--- src/rtl/adder.sv ---
// 32-bit two-operand adder built from 4-bit carry-lookahead groups, with
// the group carry rippled from one group to the next. The sum and its flags
// are purely combinational. A registered shadow copy of the result and
// flags feeds debug/trace taps.

// One 4-bit carry-lookahead group: the carries inside the group come from
// generate/propagate terms, and the carry-out goes to the next group.
module adder_cla4 (
  input  logic [3:0] a_i,
  input  logic [3:0] b_i,
  input  logic       c_i,
  output logic [3:0] s_o,
  output logic       c_o
);
  logic [3:0] g, p;
  logic [4:0] c;

  assign g = a_i & b_i;
  assign p = a_i ^ b_i;

  // Flattened lookahead: each carry depends only on g/p and the group carry-in.
  always_comb begin
    c[0] = c_i;
    c[1] = g[0] | (p[0] & c_i);
    c[2] = g[1] | (p[1] & g[0]) | (p[1] & p[0] & c_i);
    c[3] = g[2] | (p[2] & g[1]) | (p[2] & p[1] & g[0]) |
           (p[2] & p[1] & p[0] & c_i);
    c[4] = g[3] | (p[3] & g[2]) | (p[3] & p[2] & g[1]) |
           (p[3] & p[2] & p[1] & g[0]) | (p[3] & p[2] & p[1] & p[0] & c_i);
  end

  assign s_o = p ^ c[3:0];
  assign c_o = c[4];
endmodule

module adder #(
  parameter int WIDTH = 32
) (
  input  logic             clk,
  input  logic             rst_n,
  input  logic [WIDTH-1:0] input1,
  input  logic [WIDTH-1:0] input2,
  output logic [WIDTH-1:0] out,
  output logic             carry,
  output logic             overflow,
  output logic             zero,
  output logic [WIDTH-1:0] out_q,
  output logic             carry_q,
  output logic             ovf_q
);
  localparam int NGRP = WIDTH / 4;

  logic [NGRP:0]          gc;
  logic [NGRP-1:0][3:0]   grp_sum;

  assign gc[0] = 1'b0;

  for (genvar gi = 0; gi < NGRP; gi++) begin : g_grp
    adder_cla4 u_grp (
      .a_i (input1[4*gi +: 4]),
      .b_i (input2[4*gi +: 4]),
      .c_i (gc[gi]),
      .s_o (grp_sum[gi]),
      .c_o (gc[gi+1])
    );
  end

  assign out      = grp_sum;
  assign carry    = gc[NGRP];
  // Signed overflow: both operands have the same sign and the result's sign differs from it.
  assign overflow = (input1[WIDTH-1] == input2[WIDTH-1]) &&
                    (out[WIDTH-1] != input1[WIDTH-1]);
  assign zero     = ~|out;

  logic [WIDTH-1:0] out_d;
  logic             carry_d, ovf_d;

  assign out_d   = out;
  assign carry_d = carry;
  assign ovf_d   = overflow;

  // Shadow copy for trace taps: cleared at once by the async reset, otherwise captures each rising clk.
  always_ff @(posedge clk or negedge rst_n) begin
    if (!rst_n) begin
      out_q   <= '0;
      carry_q <= 1'b0;
      ovf_q   <= 1'b0;
    end else begin
      out_q   <= out_d;
      carry_q <= carry_d;
      ovf_q   <= ovf_d;
    end
  end
endmodule

--- config.mk ---
export PLATFORM = sky130hd
export DESIGN_NAME = adder
export DESIGN_NICKNAME = d
export VERILOG_FILES = /design/src/rtl/adder.sv
export SDC_FILE = /design/constraint.sdc
export NUM_CORES = 1
export LEC_CHECK = 0
export CORE_MARGIN = 2
export CORE_UTILIZATION = 36
export DETAILED_ROUTE_END_ITERATION = 10
export PLACE_DENSITY = 0.81
export SLEW_MARGIN = 20
export SYNTH_ARGS = -nofsm -noshare
export SYNTH_HDL_FRONTEND = slang
export SYNTH_HIERARCHICAL = 1
export SYNTH_SLANG_ARGS = --single-unit
export TNS_END_PERCENT = 100
--- constraint.sdc ---
create_clock -name clk -period 9.9 [get_ports clk]
set_input_delay 1.485 -clock clk [delete_from_list [all_inputs] [get_ports clk]]
set_output_delay 1.485 -clock clk [all_outputs]
set_load 0.02 [all_outputs]
==> results.ini, run 1 <==
[status]
status = finished clean

[cts]
path_clk_slew_ns = 0.06
ctsHtreeMaxLevel = 2
clock_tree.buffer_depth = 2
cts_made_buffers = 5
cts_tree = built
clkSinkCount = 34
hold_buffers = 0
clockRootBuffer = clkbuf_8

[floorplanning]
fp-row-count = 27
core_area_um2 = 5470
fp.dieH_um = 79.1
initial_core_util_pct = 37.1
die_w_um = 79.1
pin_count = 135
die_area_um2 = 6260

[logic_synthesis]
yosys.area.top_type = dfrtp_1
synth_cells = 158
yosysWarnings = 6
syn_area_per_cell_um2 = 12.9
synth_cell_types = 16
ys_ff_latch = 34
synth.top_cell.area_share_pct = 41.9
synthTopCellsByArea = dfrtp_1 (42%), ha_1 (20%), a21o_1 (8.9%)
synth_area_um2 = 2030
seq_area_frac_synth_pct = 41.9

[placement]
globalplace.congestion = 0.765
pre_cts_ws_ns = 0.119
port_buffers = 134
hpwl_um = 4710

[sta]
setup_slack_ns = 0.464
maxSlewHeadroom_pct = 51.0
setup_viol = 0
final_hold_viol_count = 0
whs_ns = 1.28
clock.fmax_mhz = 106
drv_slew = 0
min_period_ns = 9.44
finalCritPeriodShare_pct = 95.3
worstMarginPinSlew_ns = 0.735
rsz0062_at_grt = false
tns_ns = 0

[finish]
mostFrequentLayoutCell = clkdlybuf4s50_1
final_cell_mix = clkdlybuf4s50_1 (131), dfrtp_1 (34), ha_1 (32)
areaGrowthSynthToFinish_pct = 75.1
fill_cells = 446
fin_nets = 407
drive_gt1_share_pct = 3.67
antenna_cells = 0
final_util_pct = 65.0

[setup_path]
worst_setup_path_end_kind = output port
cp-startpoint = input1[2]
cp-start-kind = input pin
worst-endpoint-arrival_ns = 7.95
crit_fanout = 3
required_ns = 8.42
critical_path_class = input pin to output port

[route]
drt_first_pass_iters = 4
avgRoutedWirePerCell_um = 14.6
avgViaCountPerCell = 4.72
routed-via-count = 1757
remaining_drc_errors = 0
ant_nets = 0
wl_um = 5420
drt_iter0_markers = 18

[power_and_ir_drop]
irDropWorstVdd_mv = 0.0746
cellPowerDensity_nw_per_um2 = 166
power_leakage_uw = 0.00166

[run]
cap_violations = 0

[grt]
grt_pass1_vias = 1861
grt_antenna_before_repair = 0
grt_overflow = 0
grt_max_degree = 35
grt_pass1_wl_um = 8720
grt_usage_pct = 18.1

[hold_path]
min_path_type = input pin to async pin

-- critical path: stages --
cell and delay, ns:
clkdlybuf4s50_1 0.41, ha_1 0.34, a21o_1 0.17, a31o_1 0.21, a21o_1 0.21, a21o_1 0.18
a31o_1 0.25, a21o_1 0.21, a21o_1 0.17, a31o_1 0.23, a21o_1 0.20, a21o_1 0.20
a31o_1 0.24, a21o_1 0.21, a21o_1 0.17, a31o_1 0.24, a21o_1 0.21, a21o_1 0.17
a31o_1 0.25, a21o_1 0.21, a21o_1 0.17, a31o_1 0.24, a21o_1 0.21, fa_1 0.38
xor2_1 0.32, clkdlybuf4s50_1 0.67
-- stage by stage --
stage | area [um^2] | cells | total power [uW]
CTS | 3550 | 372 | 597
global route | 3560 | 372 | 625
floorplan | 2040 | 159 | 331
global placement | 3470 | 366 | 493
detailed placement | 3470 | 366 | 498
finish | 3560 | 372 | 589
-- power by group --
part / leakage (uW) / switching (uW) / internal, uW
clock network: 0.0000431 / 43.1 / 53.5
registers: 0.000398 / 7.59 / 168
logic: 0.00122 / 161 / 157
-- logic make-up (layout without fill, tap and decap cells) --
kind of cell             after synthesis  in the layout  synth area share [%]
AO/OA/AOI/OAI                         41             41                  14.5
AND/OR/NAND/NOR                       14             14                  4.74
other                                  1              2                 0.185
flip-flops                            34             34                  41.9
buffers and inverters                  4            145                 0.739
XOR/XNOR                              24             24                  10.3
adder cells (fa/ha/maj)               40             40                  27.6
-- synth_stat cells --
library cell / number
ha_1: 32
xnor2_1: 9
nor4_2: 3
o21ai_0: 1
a21oi_1: 8
fa_1: 8
nand4_1: 2
inv_1: 4
a31o_1: 8
xor2_1: 15
conb_1: 1
nand2_1: 2
dfrtp_1: 34
nor4_1: 5
nor2_1: 2
a21o_1: 24
-- path summary, 6_finish.rpt --
kind / end / slack, ns / depth (start not counted)
max in group asynchronous: ovf_q / 8.16 / 1
hold / removal: out_q[12] / 1.28 / 1
setup / recovery: out[29] / 0.46 / 26
min in group clk: ovf_q / 1.87 / 3
-- layer usage --
layer  wire (um)  vias to the layer above  global-route usage [%]
met5           0                        -                       0
met4          48                        0                    5.17
met3         484                        4                    5.45
met2        2930                       78                    33.6
met1        1960                      810                    19.8
li1            -                      865                       -
-- flip-flops by register name, summed over array words and instances, names as in the netlist --
register / flops
carry_q: 1
out_q: 32
ovf_q: 1
-- timing repair --
action,4_1_cts,5_1_grt
setup endpoints to repair,0,2
buffers inserted,0,0
gates resized for setup,0,2
hold endpoints to repair,0,0
-- area by class of cell --
| type | instances | area, um^2 | share of cell area, % |
|---|---|---|---|
| Timing Repair Buffer | 135 | 1350 | 37.9 |
| Inverter | 4 | 15.0 | 0.422 |
| Multi-Input combinational cell | 121 | 1170 | 32.9 |
| Tap cell | 72 | 90.1 | 2.53 |
| Clock buffer | 6 | 82.6 | 2.32 |
| Sequential cell | 34 | 851 | 23.9 |
No activity file was read; power rests on OpenSTA's default activity.
==> run 2, diff against run 1 <==
--- a/config.mk
+++ b/config.mk
@@ -8,7 +8,9 @@
 export CORE_MARGIN = 2
 export CORE_UTILIZATION = 36
 export DETAILED_ROUTE_END_ITERATION = 10
+export GPL_TIMING_DRIVEN = 1
 export PLACE_DENSITY = 0.81
+export SETUP_SLACK_MARGIN = 0.5
 export SLEW_MARGIN = 20
 export SYNTH_ARGS = -nofsm -noshare
 export SYNTH_HDL_FRONTEND = slang
==> run 2 against run 1 <==
Effect of this change:
- first-iteration DRC count up 56%
- design area up 0.60%
- power up 0.16%
- combinational power about the same
==> results.ini, run 2 (same netlist as run 1, synthesis figures left out) <==
[sta]
setup_viol = 0  ; unchanged
whs_ns = 1.28  ; +0.000580 ns
min_period_ns = 9.04  ; -0.396 ns
clock.fmax_mhz = 111  ; +4.4%
finalCritPeriodShare_pct = 91.3  ; -4.0 points
tns_ns = 0  ; unchanged
maxSlewHeadroom_pct = 51.2  ; +0.22 points
rsz0062_at_grt = false
worstMarginPinSlew_ns = 0.732  ; -0.00327 ns
final_hold_viol_count = 0  ; unchanged
drv_slew = 0  ; unchanged

[hold_path]
min_path_type = input pin to async pin

[grt]
grt_antenna_before_repair = 0  ; unchanged
grt_pass1_vias = 1861  ; unchanged
grt_usage_pct = 18.1  ; -0.024 points
grt_pass1_wl_um = 8710  ; about the same
grt_max_degree = 35  ; unchanged
grt_overflow = 0  ; unchanged

[placement]
port_buffers = 134  ; unchanged
globalplace.congestion = 0.765  ; unchanged
dpl_cell_area_um2 = 3470  ; unchanged
hpwl_um = 4710  ; unchanged

[finish]
seqCellArea_um2 = 851  ; unchanged
mostFrequentLayoutCell = clkdlybuf4s50_1
multi_input_area_um2 = 1190  ; +1.6%
final_util_pct = 65.4  ; +0.39 points
fill_cells = 451  ; +1.1%
final_cell_mix = clkdlybuf4s50_1 (128), dfrtp_1 (34), ha_1 (31)
drive_gt1_share_pct = 5.63  ; +2.0 points
largest_register_ffs = 32  ; unchanged
fin_area_um2 = 3580  ; +0.60%
reg_top3 = out_q: 32 flops, carry_q: 1 flops, ovf_q: 1 flops
largest-register = out_q
areaGrowthSynthToFinish_pct = 76.1
fin_nets = 409  ; +0.49%
antenna_cells = 0  ; unchanged

[floorplanning]
die_w_um = 79.1  ; unchanged
core_area_um2 = 5470  ; unchanged
pin_count = 135  ; unchanged
initial_core_util_pct = 37.1  ; unchanged
die_area_um2 = 6260  ; unchanged
fp.dieH_um = 79.1  ; unchanged
fp-row-count = 27  ; unchanged

[route]
wl_um = 5450  ; +0.46%
ant_nets = 0  ; unchanged
avgViaCountPerCell = 4.73  ; about the same
routed-via-count = 1768  ; +0.63%
avgRoutedWirePerCell_um = 14.6  ; about the same
remaining_drc_errors = 0  ; unchanged
drt_first_pass_iters = 4  ; unchanged
drt_iter0_markers = 28  ; +10

[setup_path]
crit_fanout = 3  ; unchanged
cp-start-kind = input pin
slowest_delay_ns = 0.50  ; -0.17 ns
cp_top_family = compound AO/OA/AOI/OAI gates
cpMaxStageDelayCell = clkdlybuf4s50_1
worst_setup_path_end_kind = output port
required_ns = 8.42  ; about the same
critical_path_class = input pin to output port
crit_top_cell = a21o_1
worst-endpoint-arrival_ns = 7.56  ; -0.39 ns
critPathBufInv = 2  ; unchanged

[cts]
clock_tree.buffer_depth = 2  ; unchanged
path_clk_slew_ns = 0.06  ; about the same
clkSinkCount = 34  ; unchanged
clockRootBuffer = clkbuf_8
cts_made_buffers = 5  ; unchanged
cts_tree = built
ctsHtreeMaxLevel = 2  ; unchanged
hold_buffers = 0  ; unchanged

[status]
status = finished clean

[run]
cap_violations = 0  ; unchanged

[power_and_ir_drop]
cellPowerDensity_nw_per_um2 = 165  ; -0.44%
power_leakage_uw = 0.00165  ; -0.48%
irDropWorstVdd_mv = 0.0746  ; about the same

-- run 2: final cells by class --
type	count	area share (%)
inverter	4	0.420
clock buffer	6	2.31
timing repair buffer	137	37.8
tap	72	2.52
sequential	34	23.8
multi-input combinational	121	33.2
-- run 2: stage by stage --
| step | worst slack, ns | cells | power [uW] |
|---|---|---|---|
| 2_1_floorplan | 1.25 | 159 | 331 |
| 3_3_place_gp | 0.195 | 366 | 493 |
| 3_5_place_dp | 0.119 | 366 | 498 |
| 4_1_cts | 0.372 | 372 | 595 |
| 5_1_grt | 0.545 | 374 | 627 |
| 6_report | 0.860 | 374 | 590 |
-- run 2: power breakdown --
| group | internal [uW] | total, uW | switching [uW] |
|---|---|---|---|
| clock | 53.5 | 96.3 | 42.8 |
| sequential | 168 | 175 | 7.55 |
| combinational | 156 | 319 | 162 |
-- run 2: path summary, 6_finish.rpt --
path | slack (ns) | endpoint | cells past startpoint | startpoint
max in group asynchronous | 8.16 | ovf_q | 1 | rst_n
setup / recovery | 0.86 | zero | 30 | input2[2]
hold / removal | 1.28 | out_q[12] | 1 | rst_n
min in group clk | 1.69 | out_q[2] | 3 | input1[2]
-- run 2: routing by layer --
metal | wire [um] | part of all wire (%) | track usage (%)
met5 | 0 | 0 | 0
met4 | 44 | 0.81 | 5.17
met3 | 494 | 9.1 | 5.23
met2 | 2930 | 54 | 33.6
met1 | 1980 | 36 | 19.9
-- run 2: repair_timing --
item                       in CTS  in global routing
pin swaps                       0                  9
resized for setup               4                 10
buffers inserted                0                  2
setup endpoints to repair       4                  7
